**src/rtl/apb_master_bridge.sv**
```systemverilog
// Single-outstanding APB initiator: valid/ready request -> SETUP/ACCESS -> registered response.
// Latency: 3 cycles from request to rsp_valid plus one per wait state. req_ready is low until the response is taken.
module apb_master_bridge #(
  parameter int ADDR_W      = 12,
  parameter int TIMEOUT_CYC = 256
) (
  input  logic              apb_pclk,
  input  logic              apb_prstn,
  input  logic              req_valid,
  output logic              req_ready,
  input  logic [ADDR_W-1:0] req_addr,
  input  logic              req_write,
  input  logic [31:0]       req_wdata,
  output logic              rsp_valid,
  input  logic              rsp_ready,
  output logic [31:0]       rsp_rdata,
  output logic              rsp_err,
  output logic              rsp_timeout,
  output logic              apb_psel,
  output logic              apb_penable,
  output logic [ADDR_W-1:0] apb_paddr,
  output logic              apb_pwrite,
  output logic [31:0]       apb_pwdata,
  input  logic [31:0]       apb_prdata,
  input  logic              apb_pready,
  input  logic              apb_pslverr
);

  localparam int CNT_W     = (TIMEOUT_CYC > 1) ? $clog2(TIMEOUT_CYC) : 1;
  localparam int CNT_MAX_I = (TIMEOUT_CYC > 0) ? TIMEOUT_CYC - 1 : 0;
  localparam logic [CNT_W-1:0] CNT_MAX = CNT_W'(CNT_MAX_I);

  typedef enum logic [1:0] {
    S_IDLE,
    S_SETUP,
    S_ACCESS,
    S_RESP
  } state_t;

  state_t              r_state, w_state_nxt;
  logic                r_psel, w_psel_nxt;
  logic                r_penable, w_penable_nxt;
  logic [ADDR_W-1:0]   r_paddr, w_paddr_nxt;
  logic                r_pwrite, w_pwrite_nxt;
  logic [31:0]         r_pwdata, w_pwdata_nxt;
  logic                r_rsp_valid, w_rsp_valid_nxt;
  logic [31:0]         r_rsp_rdata, w_rsp_rdata_nxt;
  logic                r_rsp_err, w_rsp_err_nxt;
  logic                r_rsp_timeout, w_rsp_timeout_nxt;
  logic [CNT_W-1:0]    r_cnt, w_cnt_nxt;

  always_comb begin
    w_state_nxt       = r_state;
    w_psel_nxt        = r_psel;
    w_penable_nxt     = r_penable;
    w_paddr_nxt       = r_paddr;
    w_pwrite_nxt      = r_pwrite;
    w_pwdata_nxt      = r_pwdata;
    w_rsp_valid_nxt   = r_rsp_valid;
    w_rsp_rdata_nxt   = r_rsp_rdata;
    w_rsp_err_nxt     = r_rsp_err;
    w_rsp_timeout_nxt = r_rsp_timeout;
    w_cnt_nxt         = r_cnt;
    case (r_state)
      S_IDLE: begin
        if (req_valid) begin
          w_paddr_nxt  = req_addr;
          w_pwrite_nxt = req_write;
          if (req_write) w_pwdata_nxt = req_wdata;
          w_psel_nxt   = 1'b1;
          w_state_nxt  = S_SETUP;
        end
      end
      S_SETUP: begin
        w_penable_nxt = 1'b1;
        w_cnt_nxt     = '0;
        w_state_nxt   = S_ACCESS;
      end
      S_ACCESS: begin
        // pready wins over a timeout landing on the same cycle
        if (apb_pready) begin
          w_rsp_rdata_nxt   = r_pwrite ? 32'h0 : apb_prdata;
          w_rsp_err_nxt     = apb_pslverr;
          w_rsp_timeout_nxt = 1'b0;
          w_rsp_valid_nxt   = 1'b1;
          w_psel_nxt        = 1'b0;
          w_penable_nxt     = 1'b0;
          w_state_nxt       = S_RESP;
        end else if ((TIMEOUT_CYC != 0) && (r_cnt == CNT_MAX)) begin
          w_rsp_rdata_nxt   = 32'h0;
          w_rsp_err_nxt     = 1'b1;
          w_rsp_timeout_nxt = 1'b1;
          w_rsp_valid_nxt   = 1'b1;
          w_psel_nxt        = 1'b0;
          w_penable_nxt     = 1'b0;
          w_state_nxt       = S_RESP;
        end else begin
          w_cnt_nxt = r_cnt + 1'b1;
        end
      end
      S_RESP: begin
        if (rsp_ready) begin
          w_rsp_valid_nxt = 1'b0;
          w_state_nxt     = S_IDLE;
        end
      end
      default: w_state_nxt = S_IDLE;
    endcase
  end

  always_ff @(posedge apb_pclk or negedge apb_prstn) begin
    if (!apb_prstn) begin
      r_state       <= S_IDLE;
      r_psel        <= 1'b0;
      r_penable     <= 1'b0;
      r_paddr       <= '0;
      r_pwrite      <= 1'b0;
      r_pwdata      <= 32'h0;
      r_rsp_valid   <= 1'b0;
      r_rsp_rdata   <= 32'h0;
      r_rsp_err     <= 1'b0;
      r_rsp_timeout <= 1'b0;
      r_cnt         <= '0;
    end else begin
      r_state       <= w_state_nxt;
      r_psel        <= w_psel_nxt;
      r_penable     <= w_penable_nxt;
      r_paddr       <= w_paddr_nxt;
      r_pwrite      <= w_pwrite_nxt;
      r_pwdata      <= w_pwdata_nxt;
      r_rsp_valid   <= w_rsp_valid_nxt;
      r_rsp_rdata   <= w_rsp_rdata_nxt;
      r_rsp_err     <= w_rsp_err_nxt;
      r_rsp_timeout <= w_rsp_timeout_nxt;
      r_cnt         <= w_cnt_nxt;
    end
  end

  assign req_ready   = (r_state == S_IDLE);
  assign apb_psel    = r_psel;
  assign apb_penable = r_penable;
  assign apb_paddr   = r_paddr;
  assign apb_pwrite  = r_pwrite;
  assign apb_pwdata  = r_pwdata;
  assign rsp_valid   = r_rsp_valid;
  assign rsp_rdata   = r_rsp_rdata;
  assign rsp_err     = r_rsp_err;
  assign rsp_timeout = r_rsp_timeout;

endmodule

```
**config.mk**
```make
export PLATFORM = sky130hd
export DESIGN_NAME = apb_master_bridge
export DESIGN_NICKNAME = d
export VERILOG_FILES = /design/src/rtl/apb_master_bridge.sv
export SDC_FILE = /design/constraint.sdc
export NUM_CORES = 1
export LEC_CHECK = 0
export BUFFER_PORTS_ARGS = -buffer_cell sky130_fd_sc_hd__buf_2
export CORE_ASPECT_RATIO = 1.1
export CORE_MARGIN = 4
export CORE_UTILIZATION = 30
export CTS_CLUSTER_DIAMETER = 200
export DETAILED_ROUTE_END_ITERATION = 10
export PLACE_DENSITY = 0.65
export SYNTH_ARGS = -nofsm -noshare
export SYNTH_HDL_FRONTEND = slang
export SYNTH_SLANG_ARGS = --single-unit
```
**constraint.sdc**
```tcl
create_clock -name apb_pclk -period 1.8 [get_ports apb_pclk]
set_clock_uncertainty 0.1 [all_clocks]
set_input_delay 0.09 -clock apb_pclk [delete_from_list [all_inputs] [get_ports apb_pclk]]
set_output_delay 0.09 -clock apb_pclk [all_outputs]
set_load 0.005 [all_outputs]
```
-- After elaboration in Yosys (flattened, before gate mapping)
Index checks and enable logic that the tools add are counted.
- flip-flop bits (word level): 92
- bits of input ports: 83
- output and inout bits: 83
- logic and storage cells: 56
- $add $sub $neg: 1
- eq/ne operators: 9
- muxes and demuxes: 22
- reductions and logical operators: 13
- operator list (kind ; count):
    32-bit 2-to-1 mux ; 3
    8-bit 2-to-1 mux ; 2
    8-bit one-hot mux with 2 select lines ; 1
    3-bit AND reduction ; 5
    8-bit by 1-bit adder with 8-bit output (second input constant) ; 1
    8-bit == test (second input constant) ; 1
    1-bit 2-to-1 mux ; 8
    2-bit 2-to-1 mux ; 4
    2-bit inequality test (second input constant) ; 4
    2-bit one-hot mux with 4 select lines ; 1
    2-bit nonzero test ; 4
    1-bit one-hot mux with 2 select lines ; 3
    2-bit AND reduction ; 3
    2-bit == test (second input constant) ; 2
    3-bit inequality test (second input constant) ; 1
    2-bit by 1-bit == test with 1-bit output (second input constant) ; 1
    2-bit logical NOT ; 1

-- Longest topological paths before layout
Gate-level depths: netlist of run 1.
- depth in word-level cells: 4
- gate-level depth with buffers: 7
- gate-level depth less buffers: 6

-- Least setup slack after synthesis of run 1
Ideal clock, no wire load.
- kind: register to register
- start point: register r_cnt[0]
- end point: register r_state[1]
- setup time: 0.125 ns
- arrival: 1.475 ns
- data required time: 1.575 ns
- setup slack: 0.101 ns
- cell stages (with the launch flop): 6
- path buffers: 0
- period minus slack after synthesis: 1.699 ns
- cell sequence: dfrtp_1 ha_1 nand4_4 o21ba_4 a21oi_2 mux2_2
- word-level cells in the longest chain between the ends: 3
- RTL lines (what ; RTL line ; text):
    from (decl) ; 50 ; logic [CNT_W-1:0] r_cnt, w_cnt_nxt;
    from (signal assigned) ; 135 ; r_cnt <= w_cnt_nxt;
    8-bit == test ; 89 ; end else if ((TIMEOUT_CYC != 0) && (r_cnt == CNT_MAX)) begin
    3-bit inequality test (no line) ; n/a ;
    3-bit AND reduction (no line) ; n/a ;
    to (signal assigned) ; 125 ; r_state <= w_state_nxt;
    to (decl) ; 40 ; state_t r_state, w_state_nxt;
Every way passes these cells.
A chain may end at the register's enable or synchronous reset.

-- Worst setup path after layout of run 1
Same ends and word-level chain as after synthesis.

==> results of run 1 <==
==> registers in the layout (all words and copies together), names as in the netlist <==
signal and cells:
apb_pwdata 32, rsp_rdata 32, apb_paddr 12, r_cnt 8, r_state 2, apb_penable 1, apb_psel 1, apb_pwrite 1
rsp_err 1, rsp_timeout 1, rsp_valid 1
==> logic make-up (layout without fill, tap and decap cells) <==
family	count (synthesis)	in the layout	synth area share [%]
buf+inv	17	276	2.62
fa+ha+maj	5	5	1.70
flops	92	92	62.5
simple gates	37	37	6.25
mux	45	45	13.8
compound gates	58	58	13.2
==> what timing repair did <==
action | 4_1_cts | 5_1_grt
hold endpoints to repair | 170 | 0
setup endpoints to repair | 0 | 7
hold buffers | 79 | 0
resized for setup | 0 | 4
==> cell type report <==
cell class              count  area [µm²]
repair buffers            256        1760
clock inverters             4        50.0
fillers                  1039        6170
multi-input cells         145        1300
inverters                   4        15.0
clock buffers              12         236
well taps                 154         193
flip-flops and latches     92        2300
==> how the worst max path moves through the flow <==
stage | cells after the start | slack [ps] | start | end
6_report | 5 | 70 | r_cnt[0] | r_state[1]
5_1_grt | 5 | 8 | r_cnt[0] | r_state[1]
4_1_cts | 5 | 30 | r_state[0] | r_cnt[7]
3_5_place_dp | 5 | 40 | r_state[0] | r_cnt[7]
3_3_place_gp | 5 | 110 | r_cnt[0] | r_state[1]
2_1_floorplan | 5 | 100 | r_cnt[0] | r_state[1]
==> cells in the final DEF, fill, tap and decap left out, types with 2 or more instances in the layout <==
cell type      count
a21oi_1            7
a22o_1            32
a31oi_1            2
and3_4             2
buf_12             4
buf_2            164
buf_4              9
clkbuf_1           3
clkbuf_16          9
clkinvlp_4         2
dfrtp_1           92
dlygate4sd3_1     79
ha_1               3
inv_1              4
mux2_2            45
nand2_1            7
nand2b_1           3
nand3_1            6
nand4_1            2
nor2_1             5
nor2b_1            4
o21ai_0            3
o311ai_0           2
==> stage by stage <==
stage                     utilization, %  std cells  worst slack [ps]
after floorplan                        -        254               101
after global placement              39.6        572               108
after detailed placement            39.6        572              41.6
after CTS                           48.6        667              32.0
after global routing                48.7        667              8.38
final                               48.7        667              69.7
==> layer usage <==
layer,vias to the layer above,part of all wire [%],track usage (%)
met2,114,51,25.9
met3,18,6.1,4.19
met1,1526,41,17.9
met5,-,0,0
li1,1446,-,-
met4,0,2.0,5.80
==> critical path: stages, from the launching register on <==
cell	delay, ps
dfrtp_1	350
ha_1	210
nand4_4	170
o21ba_4	290
a21oi_2	160
mux2_2	340
==> where the power goes <==
part | internal [µW] | switching [µW]
combinational | 1870 | 1370
clock | 1080 | 766
sequential | 2960 | 464
==> summary.md, run 1 <==
| Metric | Value |
|---|---|
| Status | finished, final reports clean |
| Relative slew slack | 66.5% |
| Most frequent cells after synthesis | dfrtp_1, mux2_2, a22o_1 |
| Die width | roughly 110 µm |
| Yosys top cell area share | a little over three fifths |
| # IOs | between 150 and 200 |
| Input/output buffers | roughly 170 |
| Primary FF master, synth | dfrtp_1 |
| Worst hold endpoint | apb_psel |
| Flop-to-flop setup slack | 70 ps |
| Cells on worst reg2reg path | 5 |
| Number of global-route vias before repair | between 3000 and 4000 |
| Number of synthesized flops with an enable pin | 0 |
| GRT overflow | 0 |
| Register area share after synthesis | between 60% and 70% |
| Initial DRC count | 138 |
| # rows | 42 |
| Die height | roughly 120 µm |
| Worst skew pair latency | ~330 ps |
| Setup violation total in the final timing report | 0 |
| Initial Util | ~31% |
| Max Cap Viol | 0 |
| Worst hold path stage count | 3 |
| Pwr Total | roughly 8500 µW |
| Clock Sinks | 92 |
| Synth Register Bits | between 90 and 100 |
| Leak | 0.00289 µW |
| Syn Inst Count | between 200 and 300 |
| Hold Path Class | primary input to flop |
| Crit share post-route | between 90% and 100% |
| H-tree Lvls | 3 |
| Placement Cell Area | around 4800 µm² |
| GP Congestion | 0.817 |
| Avg WL per Cell | approximately 15 µm |
| WP data arrival | 1850 ps |
| Syn nets | between 300 and 400 |
| Most common cell in the netlist | dfrtp_1 |
| Cell area after synthesis | 3680 µm² |
| Critical path launch point type | flop |
| Final wirelength | slightly above 10000 µm |
| Final Hold Viols | 0 |
| PwrDens | ~1500 nW/µm² |
| Final nets | just under 600 |
| Total Routing Usage GR | between 10% and 20% |
| Worst Tran Pin Value | 502 ps |
| Max FO, Critical Path | 7 |
| Dpl hpwl | between 6000 and 7000 µm |
| First-pass GRT wire length | about 17000 µm |
| FF-to-FF End | r_state[1] |
| Initial antenna violation count | 0 |
| Final Max Tran Viols | 0 |
| Num CTS Buffers | 9 |
| Ant diodes | 0 |
| Core area | 12000 µm² |
| Layout cells sized above 1 | ~49% |
| Clk root buf | clkbuf_16 |
| Vias/cell | approximately 4.7 |
| Final hold slack | around 21 ps |
| CP required | around 1900 ps |
| Via count | 3104 |
| Pre-Repair DR Iteration Count | 4 |
| Setup crit end kind | flop |
| Setup bufs post-CTS | 0 |
| Yosys cell types | 39 |
| Final instance area | 5860 µm² |
| Largest net degree at the start of global routing | between 90 and 100 |
| Hold Crit Start | req_valid |
| Area growth from synthesis to layout | 59.1% |
| DRC Markers | 0 |
| ANT nets after route | 0 |
| Clock transition at path regs | approximately 70 ps |
| Deepest clock path buffer count | 2 |
| Avg Cell Area, Syn | 14.5 µm² |
| Launching point of the worst reg2reg path | r_cnt[0] |
| RSZ-0062 raised after global routing | no |
| Largest cells by area after synthesis | dfrtp_1, mux2_2, a22o_1 |
| Synthesis Warnings | 0 |
| Die Area | approximately 14000 µm² |
| Critical path class | flop to flop |
| Largest area contributor in the netlist | dfrtp_1 |
| Achievable frequency | just under 600 MHz |
| CTS tree | done |
| Final setup TNS | 0 ps |
| Worst IR Drop VDD | between 0.7 and 0.8 mV |
| Asr flop ratio synth | between 90% and 100% |
| Crit path time final | between 1500 and 2000 ps |
Note: power is estimated with default switching activity, not from simulation.
==> run 2, diff against run 1 <==
--- a/config.mk
+++ b/config.mk
@@ -8,10 +8,10 @@
 export BUFFER_PORTS_ARGS = -buffer_cell sky130_fd_sc_hd__buf_2
 export CORE_ASPECT_RATIO = 1.1
 export CORE_MARGIN = 4
-export CORE_UTILIZATION = 30
+export CORE_UTILIZATION = 27
 export CTS_CLUSTER_DIAMETER = 200
 export DETAILED_ROUTE_END_ITERATION = 10
-export PLACE_DENSITY = 0.65
+export PLACE_DENSITY = 0.61
 export SYNTH_ARGS = -nofsm -noshare
 export SYNTH_HDL_FRONTEND = slang
 export SYNTH_SLANG_ARGS = --single-unit
==> constraint.sdc (replaced) <==
create_clock -name apb_pclk -period 1.8 [get_ports apb_pclk]
set_clock_uncertainty 0.1 [all_clocks]
set_input_delay 0.18 -clock apb_pclk [delete_from_list [all_inputs] [get_ports apb_pclk]]
set_output_delay 0.18 -clock apb_pclk [all_outputs]
set_load 0.005 [all_outputs]
==> summary.md, run 2 (synthesis gave the netlist of run 1 again) <==
| Metric | Value |
|---|---|
| CP endpoint | r_state[1] |
| Dpl hpwl | 6800 µm |
| Via count | roughly 3100 |
| Relative slew slack | about two thirds |
| Commonest non-fill, non-tap cell in the layout | buf_2 |
| Die height | between 100 and 150 µm |
| Post-Layout Cell Count | 701 |
| # rows | 44 |
| Max FO, Critical Path | 7 |
| WP data arrival | between 1500 and 2000 ps |
| Initial Util | 27.8% |
| Flop-to-flop setup slack | 60 ps |
| Clock transition at path regs | around 60 ps |
| Final nets | 600 |
| Final Hold Viols | 0 |
| Ant diodes | 0 |
| Met3 WL post-DR | 674 µm |
| Crit path time final | 1740 ps |
| Input/output buffers | between 150 and 200 |
| Final hold slack | 130 ps |
| Num CTS Buffers | 9 |
| CTS tree | done |
| Die Area | 15600 µm² |
| Largest net degree at the start of global routing | 46 |
| Post-Place Cells | 602 |
| Total Routing Usage GR | 13.2% |
| Critical path buffer and inverter count | 0 |
| Crit path from | r_cnt[0] |
| Pwr Total | around 9000 µW |
| Launching point of the worst reg2reg path | r_cnt[0] |
| Met2 Routed Length | ~5200 µm |
| FF-to-FF End | r_state[1] |
| DRC Markers | 0 |
| Area growth from synthesis to layout | 62.8% |
| Max incr delay on CP | roughly 350 ps |
| PwrDens | 1470 nW/µm² |
| Deepest clock path buffer count | 2 |
| Initial DRC count | ~110 |
| Worst-path cell chain | ha_1 > nand4_4 > o21ba_4 > a21oi_2 > mux2_2 |
| Leak | 0.00294 µW |
| Critical path launch point type | flop |
| Critical path class | flop to flop |
| Fillers | between 1000 and 1500 |
| GRT overflow | 0 |
| Layout cells sized above 1 | between 40% and 50% |
| Setup crit end kind | flop |
| Avg WL per Cell | about 15 µm |
| Final wirelength | between 10000 and 15000 µm |
| GP Congestion | between 0.8 and 0.9 |
| CP required | 1920 ps |
| Delay-heaviest family, CP | compound AO/OA/AOI/OAI gates |
| Setup violation total in the final timing report | 0 |
| H-tree Lvls | 3 |
| Critical path's slowest cell | dfrtp_1 |
| Status | finished, final reports clean |
| Core area | 13300 µm² |
| Pre-Repair DR Iteration Count | 7 |
| Clk root buf | clkbuf_16 |
| Crit share post-route | between 90% and 100% |
| Crit. path cell count | 5 |
| Initial antenna violation count | 1 |
| Number of global-route vias before repair | roughly 3200 |
| Worst IR Drop VDD | approximately 0.65 mV |
| Metal-1 WL | 4380 µm |
| Max Cap Viol | 0 |
| Hold Path Class | primary input to flop |
| Most frequent cells in the layout | buf_2, dfrtp_1, dlygate4sd3_1, mux2_2, a22o_1 |
| Die width | approximately 120 µm |
| Cells on worst reg2reg path | 5 |
| Vias/cell | between 4 and 5 |
| Highest metal used | met5 |
| ANT nets after route | 0 |
| Achievable frequency | between 500 and 600 MHz |
| Worst skew pair latency | 340 ps |
| First-pass GRT wire length | roughly 16000 µm |
| Worst Tran Pin Value | about 470 ps |
| Final Max Tran Viols | 0 |
| Clock Sinks | 92 |
| # IOs | ~170 |
==> run 2: cell count changes in the layout (fill, tap and decap cells not counted), sizes merged <==
cell      previous run  this run
buf                177       181
inv                  4         5
clkinvlp             2         0
clkbuf              12        11
bufinv               1         3
==> run 2: worst min path at each step <==
| stage | cells after the start | slack [ps] | start | end |
|---|---|---|---|---|
| 2_1_floorplan | 0 | -220 | apb_prstn | apb_paddr[0] |
| 3_3_place_gp | 1 | 70 | apb_prstn | rsp_rdata[13] |
| 3_5_place_dp | 1 | 70 | apb_prstn | rsp_rdata[16] |
| 4_1_cts | 3 | 120 | req_valid | apb_psel |
| 5_1_grt | 3 | 160 | req_valid | apb_psel |
| 6_report | 3 | 130 | req_valid | apb_psel |
==> run 2: routing by layer <==
metal  GRT usage (%)  up-vias
met1            16.0     1528
met2            22.1      109
li1                -     1453
met4            5.66        2
met5               0        -
met3            4.05       14
==> run 2: where the power goes <==
| group | switching (µW) | leakage (µW) | internal [µW] |
|---|---|---|---|
| clock | 788 | 0.000170 | 1400 |
| combinational | 1370 | 0.00163 | 1870 |
| sequential | 461 | 0.00114 | 2960 |
| total | 2610 | 0.00294 | 6230 |
==> run 2: layout make-up <==
cell class / instances / area [µm²] / area share, %
Clock inverter: 5 / 108 / 1.79
Tap cell: 184 / 230 / 3.84
Inverter: 4 / 15.0 / 0.250
Clock buffer: 11 / 243 / 4.05
Sequential cell: 92 / 2300 / 38.4
Multi-Input combinational cell: 145 / 1310 / 21.8
Timing Repair Buffer: 260 / 1790 / 29.8
==> run 2: what timing repair did <==
| item | in CTS | in global routing |
|---|---|---|
| endpoints found under the setup margin | 0 | 3 |
| hold buffers | 79 | 0 |
| setup buffers | 0 | 4 |
| resized for setup | 0 | 5 |
| endpoints found under the hold margin | 112 | 0 |
==> run 2: through the flow <==
stage          area, µm²  setup TNS, ps  setup WS [ps]  utilization [%]
2_1_floorplan       3680              0            101                -
3_3_place_gp        4800              0            115             36.2
3_5_place_dp        4800              0           48.6             36.2
4_1_cts             5940              0           34.6             44.8
5_1_grt             6000          -10.2          -10.2             45.2
6_report            6000              0           59.0             45.2
==> run 2: worst min-delay path, cell delays in order <==
cell and delay (ps):
buf_2 120, a21oi_1 60, o21ai_0 160
==> run 3, diff against run 2 <==
==> config.mk (replaced) <==
export PLATFORM = sky130hd
export DESIGN_NAME = apb_master_bridge
export DESIGN_NICKNAME = d
export VERILOG_FILES = /design/src/rtl/apb_master_bridge.sv
export SDC_FILE = /design/constraint.sdc
export NUM_CORES = 1
export LEC_CHECK = 0
export CORE_ASPECT_RATIO = 1.1
export CORE_MARGIN = 4
export CORE_UTILIZATION = 27
export CTS_CLUSTER_DIAMETER = 200
export DETAILED_ROUTE_END_ITERATION = 10
export DONT_BUFFER_PORTS = 1
export PLACE_DENSITY = 0.5
export SYNTH_ARGS = -nofsm -noshare
export SYNTH_HDL_FRONTEND = slang
export SYNTH_SLANG_ARGS = --single-unit
==> constraint.sdc (replaced) <==
create_clock -name apb_pclk -period 1.8 [get_ports apb_pclk]
set_clock_uncertainty 0.1 [all_clocks]
set_input_delay 0.36 -clock apb_pclk [delete_from_list [all_inputs] [get_ports apb_pclk]]
set_output_delay 0.36 -clock apb_pclk [all_outputs]
set_load 0.005 [all_outputs]
==> summary.md, run 3 (synthesis gave the netlist of run 1 again) <==
| Metric | Value |
|---|---|
| Final nets | 360 |
| H-tree Lvls | 3 |
| CP required | 1920 ps |
| Ant diodes | 0 |
| Worst skew pair latency | around 340 ps |
| Deepest clock path buffer count | 2 |
| Final Hold Viols | just over 90 |
| Pre-Repair DR Iteration Count | 4 |
| Clock Sinks | 92 |
| Met2 Routed Length | about 3700 µm |
| Crit share post-route | 94.8% |
| Status | finished with violations |
| Total Routing Usage GR | a little over a tenth |
| Metal-1 WL | 3460 µm |
| Max Cap Viol | 0 |
| Max FO, Critical Path | 7 |
| Area growth from synthesis to layout | 18.3% |
| Achievable frequency | 586 MHz |
| Hold Buf Count CTS | 1 |
| Critical path's slowest cell | dfrtp_1 |
| Hold Path Class | primary input to async pin |
| Combinational Power Share | 25.4% |
| DRC Markers | 0 |
| Max incr delay on CP | roughly 350 ps |
| Initial antenna violation count | 0 |
| # rows | 44 |
| ANT nets after route | 0 |
| Initial DRC count | 60 |
| Num CTS Buffers | 9 |
| Switching Share | between 30 and 40% |
| Delay-heaviest family, CP | compound AO/OA/AOI/OAI gates |
| Critical path buffer and inverter count | 0 |
| GRT overflow | 0 |
| Avg WL per Cell | ~18 µm |
| Relative slew slack | roughly three quarters |
| Placement Cell Area | roughly 4000 µm² |
| Vias/cell | 4.73 |
| Critical path launch point type | flop |
| Number of global-route vias before repair | 2384 |
| WP data arrival | about 1800 ps |
| Clk root buf | clkbuf_16 |
| Die width | around 120 µm |
| # IOs | 166 |
| Layout Utilization | between 30% and 40% |
| Final Max Tran Viols | 0 |
| Die height | between 100 and 150 µm |
| Core area | between 10000 and 15000 µm² |
| Met3 WL post-DR | approximately 870 µm |
| Crit path time final | approximately 1700 ps |
| Crit. path cell count | 5 |
| Final hold slack | -387 ps |
| Failing checks | hold timing |
| Commonest non-fill, non-tap cell in the layout | dfrtp_1 |
| Die Area | roughly 16000 µm² |
| Layout cells sized above 1 | around 34% |
| Highest metal used | met4 |
| Clock power frac | roughly a quarter |
| First-pass GRT wire length | between 10000 and 15000 µm |
| Final instance area | around 4400 µm² |
| Setup violation total in the final timing report | 0 |
| Post-Layout Cell Count | 461 |
| Net Switching | ~2300 µW |
| Final setup TNS | 0 ps |
| Worst IR Drop VDD | roughly 0.61 mV |
| PwrDens | 1760 nW/µm² |
| Most frequent cells in the layout | dfrtp_1, mux2_2, a22o_1, buf_4, clkbuf_16 |
| Via count | between 2000 and 2500 |
| Leak | a little under 0.002 µW |
| GP Congestion | 0.746 |
| Setup crit end kind | flop |
| CTS tree | done |
| Flop pwr share | a little under half |
| Worst Tran Pin Value | about 370 ps |
| Clock transition at path regs | 60 ps |
| Worst-path cell chain | ha_2 > nand4_4 > o21ba_4 > a21oi_2 > mux2_2 |
| Critical path class | flop to flop |
| Pint | roughly 5400 µW |
| Largest net degree at the start of global routing | 93 |
| Initial Util | 27.8% |
| Dpl hpwl | ~5700 µm |
| Final wirelength | 8220 µm |
| Post-Place Cells | 440 |
| Input/output buffers | 0 |
| Cells on worst reg2reg path | 5 |
-- run 3: changes by cell type in the layout (fill, tap and decap cells not counted), sizes merged --
cell | before | now
buf | 181 | 19
dlygate4sd3 | 79 | 1
bufinv | 3 | 2
clkbuf | 11 | 10
clkinv | 1 | 2
clkinvlp | 0 | 1
-- run 3: worst paths after layout --
check | start | endpoint | slack [ps]
worst max-delay path | r_cnt[1] | r_state[1] | 90
worst min-delay path | apb_prstn | apb_paddr[9] | -390
worst max register to register | r_cnt[1] | r_state[1] | 90
worst min register to register | rsp_rdata[11] | rsp_rdata[11] | 430
max in group asynchronous | apb_prstn | apb_paddr[11] | 1770
min in group apb_pclk | apb_prdata[27] | rsp_rdata[27] | 50
-- run 3: power by group through the flow --
stage               clock (µW)  combinational, µW  sequential (µW)
finish                    2050               1950             3680
global route              2220               2190             3800
CTS                       2120               1970             3700
detailed placement           0               1970             3720
global placement             0               1900             3740
floorplan                    0               1490             3500
-- run 3: final cells by class --
type / count / area, µm²
Sequential cell: 92 / 2300
Clock inverter: 6 / 86.3
Tap cell: 184 / 230
Inverter: 4 / 15.0
Clock buffer: 10 / 239
Timing Repair Buffer: 20 / 190
Fill cell: 1310 / 8910
Multi-Input combinational cell: 145 / 1290
-- run 3: routing by layer --
layer | up-vias | global-route usage [%]
li1 | 972 | -
met1 | 1090 | 12.7
met2 | 111 | 15.1
met3 | 9 | 5.60
met4 | 0 | 5.53
met5 | - | 0
-- run 3: what timing repair did --
action	4_1_cts	5_1_grt
endpoints found under the hold margin	93	92
setup buffers	0	4
endpoints found under the setup margin	0	34
gates resized for setup	0	3
-- run 3: stage by stage --
step                      setup WS (ps)  hold slack (ps)  power (µW)
after floorplan                     101            -35.6        4980
after global placement              105            -33.6        5640
after detailed placement           87.1            -33.3        5690
after CTS                          79.8             -407        7790
after global routing              -6.75             -416        8210
final                              93.4             -387        7680
